$ cat src/rtl/nibble_serial_adder_pkg.sv
// Shared types and sizing helpers for the nibble-serial adder.
// Latency: n/a (declarations only).
// Backpressure: n/a (declarations only).
`timescale 1ns/1ps
package nibble_serial_adder_pkg;

  typedef enum logic [1:0] {
    IDLE = 2'd0,
    RUN  = 2'd1,
    DONE = 2'd2
  } state_t;

  localparam int NIBBLE = 4;

  // Number of nibble steps needed to cover a WIDTH-bit operand.
  function automatic int nib_count(input int width);
    return width / NIBBLE;
  endfunction

  // Step-index width; a single-step adder still gets a 1-bit index.
  function automatic int idx_width(input int width);
    int n;
    n = width / NIBBLE;
    return (n > 1) ? $clog2(n) : 1;
  endfunction

endpackage

$ cat src/rtl/nibble_serial_adder_rca.sv
// Combinational 4-bit ripple-carry adder shared by the serial sequencer.
// Latency: zero cycles, purely combinational.
// Backpressure: none; output follows inputs.
`timescale 1ns/1ps
module ripple_carry_adder_4bit (
  input  logic [3:0] a,
  input  logic [3:0] b,
  input  logic       c_in,
  output logic [3:0] sum,
  output logic       c_out
);

  // Ripple the carry through four full-adder bit slices.
  always_comb begin
    logic c;
    sum = '0;
    c   = c_in;
    for (int i = 0; i < 4; i++) begin
      sum[i] = a[i] ^ b[i] ^ c;
      c      = (a[i] & b[i]) | (c & (a[i] ^ b[i]));
    end
    c_out = c;
  end

endmodule

$ cat src/rtl/nibble_serial_adder.sv
// Wide add/sub built by stepping one 4-bit adder over WIDTH/4 cycles, LSB nibble first.
// Latency: WIDTH/4 cycles from accepted start to done; one op per WIDTH/4+2 cycles.
// Backpressure: start is only taken while ready is high; requests while busy are dropped.
`timescale 1ns/1ps
module nibble_serial_adder
  import nibble_serial_adder_pkg::*;
#(
  parameter int WIDTH = 16
) (
  input  logic             clk,
  input  logic             rst,
  input  logic             start,
  input  logic             sub,
  input  logic [WIDTH-1:0] a,
  input  logic [WIDTH-1:0] b,
  output logic             ready,
  output logic             done,
  output logic [WIDTH-1:0] sum,
  output logic             c_out,
  output logic             ovf
);

  localparam int N  = nib_count(WIDTH);
  localparam int IW = idx_width(WIDTH);
  localparam logic [IW-1:0] IDX_LAST = IW'(N - 1);

  state_t            state_q;
  state_t            state_d;
  logic [WIDTH-1:0]  a_q;
  logic [WIDTH-1:0]  b_q;
  logic [WIDTH-1:0]  w_q;
  logic [WIDTH-1:0]  w_next;
  logic              carry_q;
  logic [IW-1:0]     idx;
  logic [NIBBLE-1:0] nib_a;
  logic [NIBBLE-1:0] nib_b;
  logic [NIBBLE-1:0] nib_sum;
  logic              nib_cout;
  logic              last_step;

  assign last_step = (idx == IDX_LAST);

  // State register; reset returns to IDLE and drops any operation in flight.
  always_ff @(posedge clk) begin
    if (rst) state_q <= IDLE;
    else     state_q <= state_d;
  end

  // Next-state: RUN until the top nibble is processed, then a single DONE cycle.
  always_comb begin
    state_d = state_q;
    case (state_q)
      IDLE:    if (start) state_d = RUN;
      RUN:     if (last_step) state_d = DONE;
      DONE:    state_d = IDLE;
      default: state_d = IDLE;
    endcase
  end

  // Handshake outputs decoded straight from the state.
  always_comb begin
    ready = (state_q == IDLE);
    done  = (state_q == DONE);
  end

  // Select the current nibble of each operand and splice the adder result into the working word.
  always_comb begin
    nib_a  = '0;
    nib_b  = '0;
    w_next = w_q;
    for (int i = 0; i < N; i++) begin
      if (idx == IW'(i)) begin
        nib_a                          = a_q[i*NIBBLE +: NIBBLE];
        nib_b                          = b_q[i*NIBBLE +: NIBBLE];
        w_next[i*NIBBLE +: NIBBLE]     = nib_sum;
      end
    end
  end

  ripple_carry_adder_4bit u_rca (
    .a     (nib_a),
    .b     (nib_b),
    .c_in  (carry_q),
    .sum   (nib_sum),
    .c_out (nib_cout)
  );

  // Operand capture, per-nibble accumulation and result publication on the final step.
  always_ff @(posedge clk) begin
    if (rst) begin
      a_q     <= '0;
      b_q     <= '0;
      w_q     <= '0;
      carry_q <= 1'b0;
      idx     <= '0;
      sum     <= '0;
      c_out   <= 1'b0;
      ovf     <= 1'b0;
    end else begin
      case (state_q)
        IDLE: begin
          if (start) begin
            // Subtract is a + ~b + 1: invert B once here and seed the carry with sub.
            a_q     <= a;
            b_q     <= sub ? ~b : b;
            carry_q <= sub;
            idx     <= '0;
          end
        end
        RUN: begin
          w_q     <= w_next;
          carry_q <= nib_cout;
          if (last_step) begin
            sum   <= w_next;
            c_out <= nib_cout;
            ovf   <= (a_q[WIDTH-1] == b_q[WIDTH-1]) && (w_next[WIDTH-1] != a_q[WIDTH-1]);
            idx   <= '0;
          end else begin
            idx <= idx + IW'(1);
          end
        end
        default: ;
      endcase
    end
  end

endmodule

$ cat config.mk
export PLATFORM = sky130hd
export DESIGN_NAME = nibble_serial_adder
export DESIGN_NICKNAME = d
export VERILOG_FILES = /design/src/rtl/nibble_serial_adder_pkg.sv /design/src/rtl/nibble_serial_adder_rca.sv /design/src/rtl/nibble_serial_adder.sv
export SDC_FILE = /design/constraint.sdc
export NUM_CORES = 1
export LEC_CHECK = 0
export ABC_AREA = 1
export CORE_ASPECT_RATIO = 0.5
export CORE_MARGIN = 4
export CORE_UTILIZATION = 40
export DETAILED_ROUTE_END_ITERATION = 7
export PLACE_DENSITY = 0.76
export SYNTH_ARGS = -nofsm -noshare
export SYNTH_HDL_FRONTEND = slang
export SYNTH_HIERARCHICAL = 1
export SYNTH_SLANG_ARGS = --single-unit
$ cat constraint.sdc
create_clock -name clk -period 2.9 [get_ports clk]
set_clock_uncertainty 0.1 [all_clocks]
set_input_delay 0.58 -clock clk [delete_from_list [all_inputs] [get_ports clk]]
set_output_delay 0.58 -clock clk [all_outputs]
set_load 0.05 [all_outputs]
---- After elaboration in Yosys (flattened, before gate mapping) ----
Cells that the tools add are included.
storage, ports and cells
  flip-flop bits (word level) ............. 71
  bits in latches ......................... 0
  bits in writable memories ............... 0
  memory bits (read-only) ................. 0
  input bits .............................. 36
  output and inout bits ................... 20
  logic and storage cells ................. 69
  memories ................................ 0
operators by class
  $add $sub $neg .......................... 1
  multipliers ............................. 0
  div/mod/pow operators ................... 0
  magnitude comparators ................... 0
  equality and inequality tests ........... 9
  shift-type cells ........................ 0
  muxes and demuxes ....................... 21
  bitwise gates (word level) .............. 21
  reduce and logical (&&, ||, !) cells .... 8
operators by type and width
  operator                                                         count
  4-bit two-way mux                                                12
  16-bit two-way mux                                               1
  16-bit inverter                                                  1
  1-bit bitwise AND                                                8
  2-bit two-way mux                                                4
  2-bit one-hot mux with 2 select lines                            2
  2-bit AND reduction                                              4
  1-bit XOR                                                        8
  2-bit == test, second input constant                             3
  2-bit by 1-bit == test with 1-bit output, second input constant  2
  2-bit logical NOT                                                2
  2-bit inequality test, second input constant                     2
  1-bit OR                                                         4
  2-bit by 1-bit adder with 2-bit output, second input constant    1
  1-bit one-hot mux with 2 select lines                            1
  2-bit nonzero test                                               1
  1-bit == test                                                    1
  1-bit logical AND                                                1
  1-bit two-way mux                                                1
  1-bit inequality test                                            1

---- Longest topological paths before layout ----
Gate-level depths: netlist of run 1.
  word-level depth ........................ 16
  gate-level depth with buffers ........... 21

---- Cells and area by module ----
Netlist of run 1, hierarchy kept.
by module, submodules not included
  module                   times used  cells each  area each (µm²)  seq. area each (µm²)
  nibble_serial_adder      1           430         3074.2           1361.3
  ripple_carry_adder_4bit  1           14          117.6            0.0

---- Least setup slack after synthesis of run 1 ----
OpenSTA, ideal clock, no wires.
  kind .................................... flip-flop to flip-flop
  start ................................... register idx[0]
  end ..................................... register w_q[11]
  arrival ................................. 3.035 ns
  required time ........................... 2.736 ns
  setup slack ............................. -0.299 ns
  cell stages (with the launch flop) ...... 20
  buffers on the path ..................... 2
  cells stage by stage .................... dfxtp_1 -> ha_1 -> buf_2 -> inv_1 -> clkbuf_2 -> o21ai_0 -> a21o_1 -> nand2_1 -> fa_1 -> inv_1 -> fa_1 -> inv_1 -> fa_1 -> inv_1 -> fa_1 -> inv_1 -> inv_1 -> o21ai_0 -> nor2_1 -> nor2_1
between the ends
  longest elaborated chain between the ends .. 14
ends and longest elaborated chain
  element                          line                           RTL
  start, declared                  nibble_serial_adder.sv:34      logic [IW-1:0] idx;
  start signal, assigned           nibble_serial_adder.sv:119     idx <= idx + IW'(1);
  2-bit logical NOT                nibble_serial_adder.sv:72      if (idx == IW'(i)) begin
  4-bit two-way mux (3 in series)  nibble_serial_adder.sv:72
  4-bit two-way mux *              nibble_serial_adder.sv:72
  via nib_a[0]                     nibble_serial_adder.sv:35      logic [NIBBLE-1:0] nib_a;
  1-bit XOR                        nibble_serial_adder_rca.sv:20  c = (a[i] & b[i]) | (c & (a[i] ^ b[i]));
  1-bit bitwise AND                nibble_serial_adder_rca.sv:20
  1-bit OR *                       nibble_serial_adder_rca.sv:20
  1-bit bitwise AND *              nibble_serial_adder_rca.sv:20
  1-bit OR *                       nibble_serial_adder_rca.sv:20
  1-bit bitwise AND *              nibble_serial_adder_rca.sv:20
  1-bit OR *                       nibble_serial_adder_rca.sv:20
  1-bit XOR *                      nibble_serial_adder_rca.sv:19  sum[i] = a[i] ^ b[i] ^ c;
  via nib_sum[3]                   nibble_serial_adder.sv:37      logic [NIBBLE-1:0] nib_sum;
  4-bit two-way mux *              nibble_serial_adder.sv:72
  end signal, assigned             nibble_serial_adder.sv:111     w_q <= w_next;
  end, declared                    nibble_serial_adder.sv:31      logic [WIDTH-1:0] w_q;
Mark *: on every way through the listed nets, which the timed path passes. The rest lies on a longest branch.
A chain may end at the register's enable or synchronous reset.

---- Worst setup path after layout of run 1 ----
  start ................................... register idx[1]
  end ..................................... register w_q[11]
between the ends
  longest elaborated chain between the ends .. 14
ends and longest elaborated chain
  element                          line                           RTL
  2-bit logical NOT                nibble_serial_adder.sv:72
  4-bit two-way mux (3 in series)  nibble_serial_adder.sv:72
  4-bit two-way mux *              nibble_serial_adder.sv:72
  via nib_b[0]                     nibble_serial_adder.sv:36      logic [NIBBLE-1:0] nib_b;
  1-bit XOR                        nibble_serial_adder_rca.sv:20
  1-bit bitwise AND                nibble_serial_adder_rca.sv:20
  1-bit OR *                       nibble_serial_adder_rca.sv:20
  1-bit bitwise AND *              nibble_serial_adder_rca.sv:20
  1-bit OR *                       nibble_serial_adder_rca.sv:20
  1-bit bitwise AND *              nibble_serial_adder_rca.sv:20
  1-bit OR *                       nibble_serial_adder_rca.sv:20
  1-bit XOR *                      nibble_serial_adder_rca.sv:19
  via nib_sum[3]                   nibble_serial_adder.sv:37
  4-bit two-way mux *              nibble_serial_adder.sv:72
Marks and branches as above.

==> impl_results.md, run 1 <==
- Failing checks: setup timing
- Worst endpoint required time: roughly 3.1 ns
- Starting density of the core: 0.4232
- Maximum vdd ir drop: about 300 uV
- Residual DRC: 0
- Height of the die: between 70 and 80 um
- Mean post-synth cell area: between 7 and 8 um^2
- TritonCTS buffer count: 9
- WP data arrival: 3.23 ns
- Distinct cell type count after synthesis: 22
- Row count: 22
- Via count: 2935
- Worst hold margin: about 0.34 ns
- Cells after Synth: roughly 440
- Maximum clock insertion buffer count: 2
- DIE WIDTH: roughly 130 um
- Power per cell area: 581.8 mW/mm^2
- Clk_lat worst skew: about 0.33 ns
- Routed Antenna Nets: 0
- Overall routing resource usage: 0.1701
- Syn_nets: 488
- Global placement routability congestion: a little under 0.9
- Tcrit/Tclk final: 1.058
- CTS root buf: clkbuf_16
- RSZ-0062 raised after global routing: yes
- Setup CP Type: flop to flop
- Hold WC Path Type: flop to flop
- Leakage Power: 0.001843 uW
- Share of layout cells above drive strength 1: 0.1576
- Ant diodes: 0
- Final setup fails: 9
- Status: finished with violations
- Largest area contributor in the netlist: dfxtp_1
- Clock slew at reported path FFs: about 0.050 ns
- Final nets: around 550
- Slew headroom: 0.6675
- Final worst path period need: about 3.1 ns
- Core area: 0.007542 mm^2
- DR iter-0 viols: 153
- Final worst slack: -0.1668 ns
- Critical Path Start Type: flop
- Total Routed Length: about 7.7 mm
- Cts hold-fix bufs: 0
- Synth Register Bits: 68
- Largest net degree at the start of global routing: 28
- Antenna violations before repair: 0
- Setup TNS: -1.175 ns
- Seq/Total Area, Yosys: 0.4265
- Max_cap viols: 0
- Yosys warnings: 6
- Area growth, synth to finish: 35.32%
- Fillers: roughly 720
- Ranking of synthesized cells by area: dfxtp_1 43%, nand2_1 14%, nor2_1 11%, o21ai_0 8.6%, xnor2_1 4.4%
- H-tree Lvls: 3
- Worst-Margin Slew: slightly below 0.5 ns
- Mapped cell area: ~0.0032 mm^2
- Vias in the first global route: between 2k and 3k
- Global-route wire length before repair: about 13 mm
- Achievable Freq: ~330 MHz
- CTS tree: yes
- Synth top area share: 0.4265
- Crit path capture type: flop
- Die ar.: between 0.009 and 0.01 mm^2
- Max-slew violation count: 0
- Critical-path maximum fanout: 5
- Via/cell ratio: roughly 4.7
- CTS Sinks: 68
- Buffers on Ports: 55
- Wire per inst: 12.33 um
- Post-DP HPWL: 5.514 mm
- Fin. Hold Viols: 0
- GRT overflow: 0
- Boundary Pins: 56
- 1st-pass router iterations: 5
## Yosys cell counts
master,instances
buf_6,5
buf_4,8
clkbuf_1,5
ha_1,4
clkbuf_2,1
xnor2_1,16
o21ai_0,55
nor2_4,3
buf_2,5
nor2_1,91
nand2_1,116
a21o_1,6
nand3_1,12
inv_1,23
o21ai_1,2
fa_1,4
inv_2,5
dfxtp_1,68
and2_0,2
nand2_4,1
nand3_2,1
a21oi_1,11
## worst max-delay path, cell delays in order (launching register included)
cell	delay, ns
dfxtp_4	0.39
inv_4	0.05
ha_4	0.19
a21oi_2	0.13
a21o_1	0.15
nand2_2	0.07
fa_2	0.36
inv_2	0.06
fa_2	0.19
inv_2	0.04
fa_2	0.32
inv_2	0.06
fa_1	0.43
inv_2	0.10
inv_4	0.05
o21ai_2	0.14
nor2_1	0.05
nor2_1	0.10
## routing by layer
| layer | vias to the layer above | global-route usage | share of wire | routed length (um) |
|---|---|---|---|---|
| met2 | 66 | 0.2725 | 0.46 | 3506 |
| met4 | 0 | 0.07562 | 0.021 | 162 |
| met1 | 1340 | 0.2155 | 0.47 | 3626 |
| li1 | 1516 | - | - | - |
| met5 | - | 0 | 0 | 0 |
| met3 | 13 | 0.04830 | 0.049 | 372 |
## report_power, final
| part | internal (uW) | switching, uW |
|---|---|---|
| clock network | 670 | 380 |
| registers | 994 | 38.1 |
| logic | 185 | 246 |
## final cells by class
type / instances / area, um^2 / area share
sequential: 68 / 1369 / 0.3169
multi-input combinational: 324 / 1655 / 0.3833
clock buffer: 12 / 277.8 / 0.06431
tap: 108 / 135.1 / 0.03129
inverter: 28 / 122.6 / 0.02839
timing repair buffer: 78 / 739.5 / 0.1712
clock inverter: 4 / 20.02 / 0.004635
## cell families (layout without fill, tap and decap cells)
| group | after synthesis | count (layout) | share of synthesized area |
|---|---|---|---|
| adders and majority gates | 8 | 8 | 0.04077 |
| DFF | 68 | 68 | 0.4265 |
| and+or+nand+nor | 226 | 226 | 0.2834 |
| AOI/OAI and AO/OA | 74 | 74 | 0.1207 |
| buffers and inverters | 52 | 122 | 0.08467 |
| xor gates and xnor gates | 16 | 16 | 0.04390 |
## repair_timing
action	in CTS	in global routing
setup buffers	2	2
resized for setup	14	11
endpoints found under the setup margin	9	16
gates cloned	0	0
pin swaps	15	14
hold endpoints to repair	0	0
## registers in the layout, summed over array words and instances (netlist names)
register,flops
b_q,16
c_out,1
ovf,1
a_q,16
state_q,2
idx,2
carry_q,1
sum,16
w_q,13
## layout by cell type (no fill, tap or decap)
cell type / instances
nor2_4: 3
nand3_2: 1
clkbuf_16: 10
nand3_1: 12
clkbuf_8: 2
and2_0: 2
fa_1: 1
nand2_1: 113
o21ai_4: 1
ha_2: 1
inv_4: 5
o21ai_0: 45
buf_6: 1
a21o_1: 6
a21oi_1: 9
o21ai_2: 5
nand2_4: 1
a21oi_2: 2
nand2_2: 3
dfxtp_1: 66
ha_4: 3
inv_6: 1
clkdlybuf4s50_1: 55
buf_12: 1
inv_2: 10
nor2_1: 90
clkinv_2: 4
fa_2: 3
buf_4: 21
inv_1: 12
xnor2_1: 16
o21ai_1: 6
nor2_2: 1
dfxtp_4: 2
## stage by stage
step           cell area (um^2)  utilization  std cells  power [uW]  setup slack, ns
6_report                   4319       0.5727        622        2513          -0.1668
4_1_cts                    4279       0.5674        620        2516          -0.1169
2_1_floorplan              3273            -        444        1318         -0.04965
3_5_place_dp               3923       0.5201        602        1447          -0.1692
5_1_grt                    4319       0.5727        622        2638          -0.3172
3_3_place_gp               3923       0.5201        602        1433         -0.05350
## final timing paths
path | from | to | slack [ns] | depth (start not counted)
worst min-delay path | sum[9] | sum[9] | 0.34 | 2
worst min register to register | sum[9] | sum[9] | 0.34 | 2
worst max register to register | idx[1] | w_q[11] | -0.17 | 17
worst max-delay path | idx[1] | w_q[11] | -0.17 | 17
Note: power is estimated with default switching activity, not from simulation.
==> run 2: changes to the inputs <==
--- a/config.mk
+++ b/config.mk
@@ -10,7 +10,7 @@
 export CORE_MARGIN = 4
 export CORE_UTILIZATION = 40
 export DETAILED_ROUTE_END_ITERATION = 7
-export PLACE_DENSITY = 0.76
+export PLACE_DENSITY = 0.63
 export SYNTH_ARGS = -nofsm -noshare
 export SYNTH_HDL_FRONTEND = slang
 export SYNTH_HIERARCHICAL = 1
==> impl_results.md, run 2 (synthesis results as in run 1) <==
- Status: finished with violations (unchanged)
- Failing checks: setup timing (unchanged)
- Net Sw Power: 659.3 uW (was 664.1 uW)
- Post-DP HPWL: 5.364 mm (was 5.514 mm)
- Worst r2r src: idx[0] (was idx[1])
- Overall routing resource usage: 0.1674 (was 0.1701)
- Most common cell after layout, fill and taps aside: nand2_1 (unchanged)
- Leakage Power: 0.001840 uW (was 0.001843 uW)
- Ant diodes: 0 (unchanged)
- Reg power frac: 0.409 (was 0.411)
- Area growth, synth to finish: 35.36% (was 35.32%)
- Final worst slack: -0.06990 ns (was -0.1668 ns)
- CTS Sinks: 68 (unchanged)
- Core area: 0.007542 mm^2 (unchanged)
- Final nets: 553 (unchanged)
- CP Cell Sequence: buf_4 > ha_4 > buf_4 > nand2_1 > nand2_2 > fa_2 > inv_2 > fa_2 > inv_2 > fa_2 > inv_2 > fa_1 > inv_2 > nand2_1 > nand2_1 > o21ai_1 > nand3_1 > nand2_1 (was inv_4 > ha_4 > a21oi_2 > a21o_1 > nand2_2 > fa_2 > inv_2 > fa_2 > inv_2 > fa_2 > inv_2 > fa_1 > inv_2 > inv_4 > o21ai_2 > nor2_1 > nor2_1)
- Residual DRC: 0 (unchanged)
- Height of the die: 71.17 um (unchanged)
- Hold depth: 2 (unchanged)
- Fillers: 776 (was 722)
- Clock share of power: 0.427 (was 0.418)
- Final worst path period need: 2.970 ns (was 3.067 ns)
- Combinational fraction of design power: 0.164 (was 0.172)
- CTS root buf: clkbuf_16 (unchanged)
- Hold WC Path Type: flop to flop (unchanged)
- Critical-path maximum fanout: 4 (was 5)
- Boundary Pins: 56 (unchanged)
- H-tree Lvls: 3 (unchanged)
- Clk_lat worst skew: 0.33 ns (about the same)
- Worst-Margin Slew: 0.5055 ns (was 0.4972 ns)
- Final Non-Filler Cells: 621 (was 622)
- DR iter-0 viols: 231 (was 153)
- Antenna violations before repair: 0 (unchanged)
- Setup CP Type: flop to flop (unchanged)
- CP endpoint: ovf (was w_q[11])
- Setup TNS: -0.3501 ns (was -1.175 ns)
- Achievable Freq: 336.7 MHz (was 326.1 MHz)
- Worst path slowest cell: fa_1 (unchanged)
- 1st-pass router iterations: 4 (was 5)
- Via/cell ratio: 4.539 (was 4.719)
- Global placement routability congestion: 0.8890 (was 0.8855)
- Global-route wire length before repair: 12.56 mm (was 12.91 mm)
- R2r setup slk: -0.07 ns (was -0.17 ns)
- Via count: 2819 (was 2935)
- Crit path from: idx[0] (was idx[1])
- Die ar.: 0.009560 mm^2 (unchanged)
- Power per cell area: 584.9 mW/mm^2 (was 581.8 mW/mm^2)
- Largest regs: a_q x16, b_q x16, sum x16 (unchanged)
- Total Routed Length: 7.441 mm (was 7.668 mm)
- Buffers on Ports: 55 (unchanged)
- Max_cap viols: 0 (unchanged)
- Largest net degree at the start of global routing: 34 (was 28)
- DIE WIDTH: 134.3 um (unchanged)
- Crit path capture type: flop (unchanged)
- Final setup fails: 7 (was 9)
- Endpoint of the worst register-to-register path: ovf (was w_q[11])
- Wire per inst: 11.98 um (was 12.33 um)
- Placed cell area: 0.003950 mm^2 (was 0.003923 mm^2)
- Routed Antenna Nets: 0 (unchanged)
- Clock slew at reported path FFs: 0.06 ns (was 0.05 ns)
- TritonCTS buffer count: 9 (unchanged)
- DP Cell Count: 604 (was 602)
- Max-slew violation count: 0 (unchanged)
- RSZ-0062 raised after global routing: yes (unchanged)
- Critical Path Start Type: flop (unchanged)
- P_int: 1868 uW (was 1849 uW)
- WP data arrival: 3.10 ns (was 3.23 ns)
- Maximum vdd ir drop: 328.6 uV (was 302.8 uV)
- Worst endpoint required time: 3.03 ns (was 3.07 ns)
- R2R depth: 18 (was 17)
- CTS tree: yes (unchanged)
- Fin. Hold Viols: 0 (unchanged)
- Vias in the first global route: 2647 (was 2787)
- Share of layout cells above drive strength 1: 0.1501 (was 0.1576)
- Maximum clock insertion buffer count: 2 (unchanged)
- Most frequent cells in the layout: 114 x nand2_1, 91 x nor2_1, 66 x dfxtp_1 (was 113 x nand2_1, 90 x nor2_1, 66 x dfxtp_1)
- Row count: 22 (unchanged)
- Worst path max stage delay: 0.41 ns (was 0.43 ns)
- Post-route cell area: 0.004320 mm^2 (was 0.004319 mm^2)
- Slew headroom: 0.6620 (was 0.6675)
- Switching portion of total power: 0.2609 (was 0.2643)
- Starting density of the core: 0.4232 (unchanged)
- Tcrit/Tclk final: 1.024 (was 1.058)
- GRT overflow: 0 (unchanged)
[run 2: cell count changes in the layout (fill, tap and decap cells not counted), sizes merged]
cell / previous run / this run
clkbuf: 12 / 13
clkinv: 4 / 0
clkinvlp: 0 / 1
inv: 28 / 29
[run 2: cell type report]
cell class	instances	area, um^2	area share
multi-input cells	324	1639	0.3794
flip-flops and latches	68	1369	0.3168
repair buffers	78	752.0	0.1741
clock buffers	13	291.5	0.06748
well taps	108	135.1	0.03128
inverters	28	120.1	0.02780
clock inverters	2	13.76	0.003186
[run 2: worst min path at each step]
stage	start	end
2_1_floorplan	w_q[15]	w_q[15]
3_3_place_gp	sum[4]	sum[4]
3_5_place_dp	sum[9]	sum[9]
4_1_cts	sum[9]	sum[9]
5_1_grt	sum[10]	sum[10]
6_report	sum[4]	sum[4]
[run 2: power by group through the flow]
stage | Sequential [uW] | Clock [uW] | Combinational [uW]
3_5_place_dp | 1050 | 0 | 399
4_1_cts | 1030 | 1110 | 409
2_1_floorplan | 1040 | 0 | 279
6_report | 1030 | 1080 | 415
5_1_grt | 1040 | 1150 | 471
3_3_place_gp | 1050 | 0 | 395
[run 2: per-stage QoR]
stage / worst slack [ns] / power, uW / hold slack [ns] / utilization
6_report: -0.06990 / 2527 / 0.3407 / 0.5728
5_1_grt: -0.2235 / 2663 / 0.3664 / 0.5728
4_1_cts: -0.05232 / 2550 / 0.3460 / 0.5703
3_5_place_dp: -0.1071 / 1449 / 0.3322 / 0.5237
3_3_place_gp: -0.05686 / 1444 / 0.3275 / 0.5237
2_1_floorplan: -0.04965 / 1318 / 0.3286 / -
[run 2: repair_timing]
item,CTS,global route
resized for setup,8,8
setup buffers,2,0
hold buffers,0,0
endpoints found under the setup margin,8,11
pin swaps,6,6
[run 2: metal layers]
| layer | routed length, um | share of wire | track usage | up-vias |
|---|---|---|---|---|
| met2 | 3057 | 0.41 | 0.2447 | 56 |
| met5 | 0 | 0 | 0 | - |
| met1 | 3913 | 0.53 | 0.2320 | 1237 |
| met4 | 120 | 0.016 | 0.06433 | 0 |
| li1 | - | - | - | 1516 |
| met3 | 349 | 0.047 | 0.05114 | 10 |
[run 2: critical path: cells and delay by family (launching register included)]
kind                     cells  cell delay [ns]
AO/OA/AOI/OAI                1             0.06
adder cells (fa/ha/maj)      5             1.43
buffers and inverters        6             0.54
flip-flops                   1             0.36
AND/OR/NAND/NOR              6             0.37
